[config.mk]
export PLATFORM = sky130hd
export DESIGN_NAME = cache_arbiter
export DESIGN_NICKNAME = d
export VERILOG_FILES = /design/src/rtl/cache_arbiter.sv
export SDC_FILE = /design/constraint.sdc
export NUM_CORES = 1
export LEC_CHECK = 0
export ABC_AREA = 1
export CAP_MARGIN = 20
export CORE_AREA = 2 2 534 536
export DETAILED_ROUTE_END_ITERATION = 10
export DIE_AREA = 0 0 536 538
export PLACE_DENSITY = 0.3
export SKIP_LAST_GASP = 1
export SYNTH_ARGS = -nofsm -noshare
export SYNTH_HDL_FRONTEND = slang
export SYNTH_SLANG_ARGS = --single-unit
[constraint.sdc]
create_clock -name clk -period 1.7 [get_ports clk]
set_input_delay 0.34 -clock clk [delete_from_list [all_inputs] [get_ports clk]]
set_output_delay 0.34 -clock clk [all_outputs]
set_load 0.03 [all_outputs]
[src/rtl/cache_arbiter.sv]
// Arbitrates I-cache and D-cache line requests onto a single pmem port.
// One transfer is outstanding at a time; simultaneous requests are granted
// round-robin.
//
// state   | meaning
// --------+-----------------------------------------------------------
// IDLE    | no transfer outstanding; sample requests and grant one
// SERVE_I | I-cache fill outstanding on pmem, waiting for pmem_resp
// SERVE_D | D-cache fill or writeback outstanding, waiting for pmem_resp
module cache_arbiter (
   input  logic         clk,
   input  logic         rst,
   input  logic         icache_read,
   input  logic [31:0]  icache_address,
   output logic [255:0] icache_rdata,
   output logic         icache_resp,
   input  logic         dcache_read,
   input  logic         dcache_write,
   input  logic [31:0]  dcache_address,
   input  logic [255:0] dcache_wdata,
   output logic [255:0] dcache_rdata,
   output logic         dcache_resp,
   output logic         pmem_read,
   output logic         pmem_write,
   output logic [31:0]  pmem_address,
   output logic [255:0] pmem_wdata,
   input  logic [255:0] pmem_rdata,
   input  logic         pmem_resp
);

   typedef enum logic [1:0] {
      IDLE    = 2'd0,
      SERVE_I = 2'd1,
      SERVE_D = 2'd2
   } state_t;

   localparam logic [31:0] LINE_MASK = 32'hFFFF_FFE0;

   state_t        state, state_next;
   logic          last_grant_d;   // 0: I-cache won last, 1: D-cache won last
   logic [31:0]   addr_q;
   logic          write_q;
   logic [255:0]  wdata_q;
   logic          grant_i, grant_d;
   logic          d_req;

   assign d_req = dcache_read | dcache_write;

   // Next-state and grant decision; ties go to whoever did not win last time.
   always_comb begin
      state_next = state;
      grant_i    = 1'b0;
      grant_d    = 1'b0;
      unique case (state)
         IDLE: begin
            if (icache_read && d_req) begin
               if (last_grant_d) grant_i = 1'b1;
               else              grant_d = 1'b1;
            end else if (icache_read) begin
               grant_i = 1'b1;
            end else if (d_req) begin
               grant_d = 1'b1;
            end
            if (grant_i)      state_next = SERVE_I;
            else if (grant_d) state_next = SERVE_D;
         end
         SERVE_I: if (pmem_resp) state_next = IDLE;
         SERVE_D: if (pmem_resp) state_next = IDLE;
         default: state_next = IDLE;
      endcase
   end

   // State register plus holding registers loaded only at grant, so requester
   // inputs may change freely while a transfer is in flight.
   always_ff @(posedge clk) begin
      if (rst) begin
         state        <= IDLE;
         last_grant_d <= 1'b0;
         addr_q       <= '0;
         write_q      <= 1'b0;
         wdata_q      <= '0;
      end else begin
         state <= state_next;
         if (grant_i) begin
            addr_q       <= icache_address & LINE_MASK;
            write_q      <= 1'b0;
            last_grant_d <= 1'b0;
         end else if (grant_d) begin
            addr_q       <= dcache_address & LINE_MASK;
            write_q      <= dcache_write;   // read+write together is a writeback
            wdata_q      <= dcache_wdata;
            last_grant_d <= 1'b1;
         end
      end
   end

   // pmem request is a pure function of registered state.
   always_comb begin
      pmem_read    = (state != IDLE) && !write_q;
      pmem_write   = (state != IDLE) &&  write_q;
      pmem_address = addr_q;
      pmem_wdata   = wdata_q;
      icache_rdata = pmem_rdata;
      dcache_rdata = pmem_rdata;
      icache_resp  = (state == SERVE_I) && pmem_resp;
      dcache_resp  = (state == SERVE_D) && pmem_resp;
   end

endmodule

==> metrics.cfg, run 1 <==
[outcome]
run_status=finished with violations
violations=negative setup slack

[worst_setup_path]
startpoint_type=flip-flop
critical_path.endpoint_type=flip-flop
worst-endpoint-arrival_ns=2.54
critPathKind=flip-flop to flip-flop
data_required_time_of_the_worst_path_ns=2.26
critical_path_peak_fanout=8

[worst_hold_path]
min_path_type=input pin to flip-flop

[final_layout]
final_core_area_utilization_pct=8.91
fraction_of_layout_instances_using_a_drive_strength_above_1_pct=29.7
synthToLayoutAreaGrowth_pct=76.4
finalNetCount=2676

[grt]
grt_usage_pct=11.1
initial_antenna_violation_count=71
grt_pass1_vias=13400
grt_first_pass_wirelength_mm=196
grt-ovfl-total=0
grt_max_degree=80

[detailed_routing]
route.final.wire_length_mm=171
dr.first_iter.drc_count=483
routedWlPerCell_microns=29.0
viasPerCell=2.27
antenna_violating_nets_post_route=0
vias=13400
drt_first_pass_iters=5
drc_errors=0

[timing]
period_share_pct=116
number_of_hold_violations_in_the_final_report=0
period_needed_ns=1.98
finalMaxSlewViolations=0
timing.final.setup_violations=283
skew_ns=0.0652
fmaxAchievable_mhz=505
grt_setup_unrepaired=yes
layout_setup_ws_ns=-0.279

[synth]
synth_mux_area_share_pct=0
yosys.cell_types.count=19
synth_area_leaders=dfxtp_1 (40%), buf_4 (28%), nand2_1 (15%), a21oi_1 (9.1%), nor2_1 (2.2%)
synth_top_family_by_area=buffers and inverters
synth_seq_area_share_pct=40.2
synth.cell_area_sq_um=14300
synth_top_area_share_pct=40.2
postSynthRegisterBits=287
synth_instances=1901
synth_compound_gate_area_share_pct=9.37
synth_fa_ha_area_share_pct=0.262
synth-warning-count=0
simple_gate_fraction_of_synth_area_pct=18.5
synth.avg_cell_area_sq_um=7.53
post_synth_xor_area_fraction_pct=0
yosysTopAreaCell=dfxtp_1

[cts]
cts_num_sinks=287
htree_num_levels=2
cts_root_cell=clkbuf_16
clock_pin_slew_on_the_worst_setup_and_hold_paths_ns=0.06
cts-buffers-inserted=45
clk_latency_ns=0.70
tritoncts=built
clockBufferDepth=3

[pwr]
power_report.internal_total_w=0.0203
sw_frac_of_total_pct=39.7
net-switching-power_w=0.0134
power_leakage_nw=9.14
power_density_nw_per_um2=1340
irDropWorstVdd_v=0.000701
sequentialPowerShare_pct=25.4
combinationalPowerShare_pct=44.7
clock_power_share_pct=29.9

[placement]
placement.io_buffers=602
place.gp.congestion=0.754
pre_cts_ws_ns=-0.495
dp.final_hpwl_mm=144

[die]
die_width_microns=536
die_height_microns=538
core_ar_sq_um=283000
fp-row-count=196
die-area_sq_um=288000
top_level_ports=1386
initial_core_util_pct=5.05

[run]
max_cap_viols=0

-- power groups by stage --
stage / combinational, W / clock (W) / sequential [W]
finish: 0.0151 / 0.0101 / 0.00857
floorplan: 0.00525 / 0 / 0.0104
CTS: 0.0138 / 0.0106 / 0.00858
detailed placement: 0.0120 / 0 / 0.00869
global route: 0.0163 / 0.0108 / 0.00871
global placement: 0.0120 / 0 / 0.00869
-- logic make-up (layout without fill, tap and decap cells) --
kind of cell	after synthesis	in the layout
and+or+nand+nor	692	692
buffers and inverters	654	875
DFF	287	287
AOI/OAI and AO/OA	264	264
adders and majority gates	3	3
other	1	10
-- sequential cells by signal, indices dropped and copies added, names as in the netlist --
register and cells:
last_grant_d 1, state 2, pmem_wdata 256, pmem_address 27, write_q 1
-- stage by stage --
stage               total power, W  TNS [ns]  std cells  hold WS, ns  area [sq um]
global placement            0.0207   -118.67       5725        0.451         22000
global route                0.0358    -70.02       5891        0.168         25200
finish                      0.0337    -40.95       5893        0.201         25200
floorplan                   0.0157         0       1905        0.457         14300
CTS                         0.0330    -44.67       5846        0.120         24000
detailed placement          0.0207   -115.35       5725        0.455         22000
-- cell usage in the layout, fill, tap and decap left out, drive strengths merged --
cell           count
dlygate4sd3        1
clkdlybuf4s50    314
buf              399
a21oi            259
clkdlybuf4s18      4
ha                 3
nor2              85
a31oi              1
conb               5
clkbuf            79
inv               42
bufinv             4
clkinv            11
nand3             29
nand2            577
o21ai              3
clkinvlp           5
clkdlybuf4s15      7
diode              5
bufbuf             9
and2               1
o21a               1
dfxtp            287
-- area by class of cell --
class                           count  area [sq um]
Fill cell                       33000        258000
Timing Repair Buffer              753          8590
Sequential cell                   287          5760
Tap cell                         3762          4710
Multi-Input combinational cell    964          4420
Clock buffer                       60          1260
Clock inverter                     22           279
Inverter                           39           173
Timing Repair inverter              1          30.0
Antenna cell                        5          12.5
-- synthesized netlist by cell type --
master	n
nand2_1	575
buf_4	537
dfxtp_1	287
a21oi_1	259
nor2_1	85
buf_2	39
inv_1	38
clkbuf_1	37
nand3_1	28
ha_1	3
o21ai_0	3
buf_6	2
nand2_2	2
a31oi_4	1
and2_1	1
conb_1	1
inv_2	1
nand3_2	1
o21a_1	1
-- timing repair --
| item | CTS | global route |
|---|---|---|
| buffers inserted | 21 | 23 |
| pin swaps | 3 | 27 |
| gates resized for setup | 649 | 147 |
| hold endpoints to repair | 3 | 0 |
| hold buffers | 1 | 0 |
| gates cloned | 19 | 21 |
| endpoints found under the setup margin | 427 | 304 |
-- metal layers --
layer | wire length, microns | part of all wire (%) | vias to the layer above | global-route usage (%)
li1 | - | - | 5820 | -
met1 | 42800 | 25 | 5960 | 7.89
met2 | 79400 | 47 | 1252 | 18.4
met3 | 41500 | 24 | 341 | 12.6
met4 | 6920 | 4.1 | 12 | 4.00
met5 | 146 | 0.086 | - | 0.164
-- worst paths after layout --
check / cells past startpoint / endpoint / start / slack, ns
setup / recovery: 12 / pmem_wdata[164]$_SDFFE_PP0P_ / state[0]$_SDFFE_PP0P_ / -0.28
hold / removal: 3 / pmem_wdata[156]$_SDFFE_PP0P_ / dcache_wdata[156] / 0.20
setup reg to reg: 12 / pmem_wdata[164]$_SDFFE_PP0P_ / state[0]$_SDFFE_PP0P_ / -0.28
hold reg to reg: 2 / pmem_wdata[94]$_SDFFE_PP0P_ / pmem_wdata[94]$_SDFFE_PP0P_ / 0.46
-- worst max-delay path: stages (launching register included) --
cell,delay [ns]
dfxtp_2,0.33
inv_2,0.05
ha_4,0.17
buf_4,0.15
nand3_4,0.08
buf_12,0.13
buf_12,0.12
clkinv_16,0.09
buf_12,0.14
bufbuf_16,0.28
buf_4,0.15
nand2_1,0.11
a21oi_2,0.06
No activity file was read; power rests on OpenSTA's default activity.
==> run 2, diff against run 1 <==
--- a/config.mk
+++ b/config.mk
@@ -6,12 +6,10 @@
 export NUM_CORES = 1
 export LEC_CHECK = 0
 export ABC_AREA = 1
-export CAP_MARGIN = 20
 export CORE_AREA = 2 2 534 536
 export DETAILED_ROUTE_END_ITERATION = 10
 export DIE_AREA = 0 0 536 538
 export PLACE_DENSITY = 0.3
-export SKIP_LAST_GASP = 1
 export SYNTH_ARGS = -nofsm -noshare
 export SYNTH_HDL_FRONTEND = slang
 export SYNTH_SLANG_ARGS = --single-unit
==> run 2 against run 1 <==
Against the previous run: the run still ends with negative setup slack left; power increased by 10%; maximum frequency increased by 0.63%; count of clock-buffer cells in the layout unchanged; combinational power increased by 21%; first-iteration DRC count decreased by 21%; worst setup slack improved by 0.012 ns; sequential power increased by 2%; cell count increased by 0.25%; die area unchanged; cell area increased by 13%; register-to-register slack improved by 0.07 ns; routed wire length increased by 1.6%; largest power group unchanged.
==> metrics.cfg, run 2 (synthesized netlist as in run 1, its figures left out) <==
[outcome]
run_status=finished with violations
violations=negative setup slack

[die]
fp-row-count=196  ; unchanged
die_width_microns=536  ; unchanged
core_ar_sq_um=283000  ; unchanged
die_height_microns=538  ; unchanged
top_level_ports=1386  ; unchanged
initial_core_util_pct=5.05  ; unchanged
die-area_sq_um=288000  ; unchanged

[cts]
cts_num_sinks=287  ; unchanged
clockBufferDepth=3  ; unchanged
htree_num_levels=2  ; unchanged
clk_latency_ns=0.70  ; about the same
cts-buffers-inserted=45  ; unchanged
clock_pin_slew_on_the_worst_setup_and_hold_paths_ns=0.06  ; about the same
cts_root_cell=clkbuf_16
tritoncts=built

[worst_hold_path]
min_path_type=input pin to flip-flop

[grt]
initial_antenna_violation_count=71  ; unchanged
grt_max_degree=80  ; unchanged
grt-ovfl-total=0  ; unchanged
grt_first_pass_wirelength_mm=196  ; about the same
grt_usage_pct=11.1  ; about the same
grt_pass1_vias=13400  ; -0.045%

[timing]
period_share_pct=116  ; -0.73 points
number_of_hold_violations_in_the_final_report=0  ; unchanged
layout_setup_ws_ns=-0.266  ; +0.0124 ns
max_slew.worst_pin.slew_ns=0.702
final.setup.tns_ns=-28.36  ; +12.59 ns
remaining_max_slew_budget_at_the_tightest_pin_pct=53.2
period_needed_ns=1.97  ; -0.0124 ns
grt_setup_unrepaired=yes
timing.final.setup_violations=276  ; -2.5%
finalMaxSlewViolations=0  ; unchanged
fmaxAchievable_mhz=509  ; +0.63%
skew_ns=0.0624  ; -0.00273 ns

[final_layout]
finalNetCount=2692  ; +0.60%
largest_register_ffs=256  ; unchanged
fraction_of_layout_instances_using_a_drive_strength_above_1_pct=53.7  ; +24 points
final_core_area_utilization_pct=10.1  ; +1.2 points
mostFrequentLayoutCell=clkdlybuf4s50_1
layout_common_cells=clkdlybuf4s50_1 (314), dfxtp_1 (281), nand2_4 (248)
synthToLayoutAreaGrowth_pct=99.3

[worst_setup_path]
critical_path.slowest_cell=dfxtp_2
data_required_time_of_the_worst_path_ns=1.36  ; -0.90 ns
startpoint_type=flip-flop
timing.critical_path.cells=inv_2 > ha_4 > buf_6 > nor2_4 > buf_12
slowest_delay_ns=0.33  ; about the same
critPathKind=flip-flop to output port
critical_path_peak_fanout=2  ; -6
worst-endpoint-arrival_ns=1.63  ; -0.91 ns
critical_path.endpoint_type=output port

[run]
max_cap_viols=0  ; unchanged

[detailed_routing]
dr.first_iter.drc_count=380  ; -21%
vias=13700  ; +2.0%
route.final.wire_length_mm=173  ; +1.6%
drt_first_pass_iters=5  ; unchanged
antenna_violating_nets_post_route=0  ; unchanged
drc_errors=0  ; unchanged
viasPerCell=2.31  ; +1.8%
routedWlPerCell_microns=29.3  ; +1.3%

[placement]
dp.final_hpwl_mm=144  ; unchanged
placement.io_buffers=602  ; unchanged
place.gp.congestion=0.754  ; unchanged

[pwr]
power_leakage_nw=10.8  ; +18%
irDropWorstVdd_v=0.000804  ; +15%
power_density_nw_per_um2=1300  ; -2.5%

## run 2: changes by cell type in the layout (fill, tap and decap cells not counted), moves of 10 or more
cell / before / now
clkbuf_16: 64 / 76
buf_4: 145 / 122
nand2_2: 38 / 102
buf_8: 9 / 19
buf_12: 104 / 120
nand2_4: 8 / 248
nand2_1: 531 / 226
a21oi_1: 217 / 20
a21oi_2: 42 / 239
## run 2: final timing paths
path / depth (start not counted) / to / slack, ns / start
setup reg to reg: 13 / pmem_wdata[91]$_SDFFE_PP0P_ / -0.21 / state[1]$_SDFFE_PP0P_
setup / recovery: 5 / pmem_write / -0.27 / state[1]$_SDFFE_PP0P_
hold / removal: 3 / pmem_wdata[162]$_SDFFE_PP0P_ / 0.23 / dcache_wdata[162]
hold reg to reg: 2 / pmem_wdata[211]$_SDFFE_PP0P_ / 0.46 / pmem_wdata[211]$_SDFFE_PP0P_
## run 2: what timing repair did
action / 4_1_cts / 5_1_grt
gates cloned: 19 / 36
hold endpoints to repair: 3 / 0
gates resized for setup: 664 / 935
setup endpoints to repair: 427 / 303
hold buffers: 1 / 0
pin swaps: 7 / 186
buffers inserted: 21 / 32
## run 2: worst max-delay path, delay by kind of cell (launching register included)
family                     cells  cell delay, ns
and+or+nand+nor                1            0.13
DFF                            1            0.33
adders and majority gates      1            0.18
buffers and inverters          3            0.34
## run 2: cell type report
class / instances / area (sq um)
sequential: 287 / 5750
tap: 3762 / 4710
timing repair buffer: 769 / 9140
inverter: 39 / 173
clock inverter: 22 / 279
timing repair inverter: 1 / 30.0
clock buffer: 60 / 1260
antenna: 4 / 10.0
fill: 32700 / 255000
multi-input combinational: 964 / 7170
## run 2: stage by stage
step           hold WS (ns)  cells  total power (W)  worst slack [ns]  instance area [sq um]
2_1_floorplan         0.457   1905           0.0157             0.107                  14300
3_3_place_gp          0.451   5725           0.0207            -0.504                  22000
3_5_place_dp          0.455   5725           0.0207            -0.495                  22000
4_1_cts               0.120   5846           0.0331            -0.371                  24100
5_1_grt               0.174   5907           0.0392            -0.379                  28500
6_report              0.227   5908           0.0371            -0.266                  28500
## run 2: per-layer routing
metal  vias up  track usage, %  share of wire, %
met5         -           0.164             0.078
met4        10            3.98               3.8
met3       335            12.7                24
met2      1247            18.4                47
met1      6207            7.85                25
li1       5855               -                 -
## run 2: power by group
part	total, W	leakage (nW)	switching [W]	internal (W)
Clock	0.0101	0.742	0.00422	0.00588
Sequential	0.00875	2.37	0.000953	0.00780
Combinational	0.0183	7.71	0.0102	0.00808
Total	0.0371	10.8	0.0154	0.0218
==> run 3, diff against run 2 <==
==> constraint.sdc (replaced) <==
create_clock -name clk -period 2.3 [get_ports clk]
set_input_delay 0.46 -clock clk [delete_from_list [all_inputs] [get_ports clk]]
set_output_delay 0.46 -clock clk [all_outputs]
set_load 0.03 [all_outputs]
==> run 3 against run 2 <==
Against the previous run: the flow now finishes without violations; worst hold slack got worse by 0.0082 ns; cell area is 21% lower; non-clock buffer count is 114 lower; count of clock-buffer cells in the layout decreased by 8; via count shrank 7.5%; cell count down 2.1%; combinational power is 57% lower; global-route usage decreased by 0.53 points; clock skew down 0.010 ns; critical path type unchanged; die area stayed put.
==> metrics.cfg, run 3 (synthesized netlist as in run 1, its figures left out) <==
[outcome]
run_status=finished, final reports clean

[die]
die-area_sq_um=288000  ; unchanged
initial_core_util_pct=5.05  ; unchanged
fp-row-count=196  ; unchanged
die_height_microns=538  ; unchanged
top_level_ports=1386  ; unchanged
core_ar_sq_um=283000  ; unchanged
die_width_microns=536  ; unchanged

[pwr]
power_leakage_nw=7.78  ; -28%
combinationalPowerShare_pct=36.5  ; -13 points
power_report.internal_total_w=0.0129  ; -41%
net-switching-power_w=0.00856  ; -44%
clock_power_share_pct=34.5  ; +7.3 points
power_w=0.0214  ; -42%
irDropWorstVdd_v=0.000485  ; -40%
sequentialPowerShare_pct=29.0  ; +5.4 points
sw_frac_of_total_pct=40.0  ; -1.4 points
power_density_nw_per_um2=947  ; -27%

[cts]
htree_num_levels=2  ; unchanged
clockBufferDepth=3  ; unchanged
tritoncts=built
cts_root_cell=clkbuf_16
clock_pin_slew_on_the_worst_setup_and_hold_paths_ns=0.06  ; about the same
clk_latency_ns=0.67  ; -0.03 ns
cts-buffers-inserted=42  ; -6.7%
cts_num_sinks=287  ; unchanged

[final_layout]
layout_common_cells=nand2_1 (575), clkdlybuf4s50_1 (441), dfxtp_1 (287)
fraction_of_layout_instances_using_a_drive_strength_above_1_pct=11.5  ; -42 points
largest_register_ffs=256  ; unchanged
mostFrequentLayoutCell=nand2_1
stdcell_area_sq_um=22600  ; -21%
synthToLayoutAreaGrowth_pct=58.0
finalNetCount=2574  ; -4.4%

[timing]
remaining_max_slew_budget_at_the_tightest_pin_pct=57.0  ; +3.8 points
skew_ns=0.0520  ; -0.0105 ns
finalMaxSlewViolations=0  ; unchanged
timing.final.setup_violations=0  ; -100%
period_share_pct=96.4
period_needed_ns=2.22
fmaxAchievable_mhz=451
number_of_hold_violations_in_the_final_report=0  ; unchanged
layout_setup_ws_ns=0.0835  ; +0.350 ns
max_slew.worst_pin.slew_ns=0.648  ; -0.0543 ns
final.setup.tns_ns=0  ; +28.36 ns

[placement]
placement.io_buffers=602  ; unchanged
dp.final_hpwl_mm=143  ; -0.78%
dpl-instance-area_sq_um=21200  ; -3.9%
pre_cts_ws_ns=-0.0361  ; +0.459 ns
place.gp.congestion=0.746  ; -1.1%

[worst_setup_path]
crit_buf_inv=1  ; -2
startpoint_type=flip-flop
worst-endpoint-arrival_ns=1.76  ; +0.13 ns
critical_path_peak_fanout=2  ; unchanged
critical-path-top-delay-family=buffers and inverters
slowest_delay_ns=0.76  ; +0.43 ns
critPathKind=flip-flop to output port
timing.reg2reg.setup_slack_ns=0.42  ; +0.63 ns
data_required_time_of_the_worst_path_ns=1.84  ; +0.48 ns
timing.reg2reg.worst_path_depth=9  ; -4
critical_path.endpoint_type=output port
timing.critical_path.cells=clkdlybuf4s50_1
critical_path.slowest_cell=clkdlybuf4s50_1
crit_cells=1  ; -4

[detailed_routing]
vias=12600  ; -7.5%
dr.first_iter.drc_count=482  ; +27%
drt_first_pass_iters=6  ; +1
drc_errors=0  ; unchanged
routedWlPerCell_microns=27.5  ; -6.3%
route.final.wire_length_mm=159  ; -8.2%
antenna_violating_nets_post_route=0  ; unchanged
viasPerCell=2.18  ; -5.5%

[grt]
grt-ovfl-total=0  ; unchanged
grt_max_degree=86  ; +7.5%
initial_antenna_violation_count=69  ; -2.8%
grt_pass1_vias=12900  ; -4.0%
grt_first_pass_wirelength_mm=187  ; -4.8%
grt_usage_pct=10.6  ; -0.53 points

[worst_hold_path]
min_path_type=input pin to flip-flop
hold-path-cell-count=2  ; -1

[run]
max_cap_viols=0  ; unchanged

## run 3: cell type report
class	count	area, sq um
diodes	2	5.00
clock buffers	52	1180
clock inverters	24	342
fillers	33200	261000
inverters	39	154
multi-input cells	964	4060
flip-flops and latches	287	5750
well taps	3762	4710
repair buffers	655	6420
## run 3: per-stage QoR
step           std cells  hold WS (ns)  util (%)
2_1_floorplan       1905         0.457         -
3_3_place_gp        5707         0.452      7.47
3_5_place_dp        5707         0.456      7.47
4_1_cts             5783         0.185      7.98
5_1_grt             5784         0.208      7.98
6_report            5785         0.218      7.98
## run 3: routing by layer
layer / global-route usage, % / up-vias / part of all wire, % / routed length [microns]
li1: - / 5597 / - / -
met2: 17.4 / 1227 / 46 / 72900
met1: 7.26 / 5495 / 24 / 38400
met3: 12.7 / 309 / 26 / 41600
met4: 3.66 / 8 / 3.8 / 6120
met5: 0 / - / 0.031 / 50
## run 3: worst paths after layout
| kind | startpoint | to |
|---|---|---|
| max | pmem_wdata[174]$_SDFFE_PP0P_ | pmem_wdata[174] |
| min | rst | pmem_wdata[10]$_SDFFE_PP0P_ |
| max reg2reg | state[0]$_SDFFE_PP0P_ | pmem_wdata[245]$_SDFFE_PP0P_ |
| min reg2reg | pmem_wdata[177]$_SDFFE_PP0P_ | pmem_wdata[177]$_SDFFE_PP0P_ |
## run 3: power by group through the flow
| stage | clock network, W | registers (W) | logic (W) |
|---|---|---|---|
| finish | 0.00738 | 0.00621 | 0.00783 |
| global route | 0.00791 | 0.00632 | 0.00862 |
| floorplan | 0 | 0.00772 | 0.00388 |
| global placement | 0 | 0.00630 | 0.00831 |
| detailed placement | 0 | 0.00631 | 0.00827 |
| CTS | 0.00779 | 0.00622 | 0.00819 |
## run 3: timing repair
action | in CTS | in global routing
resized for setup | 65 | 1
buffers inserted | 0 | 0
endpoints found under the setup margin | 65 | 1
hold buffers | 0 | 0
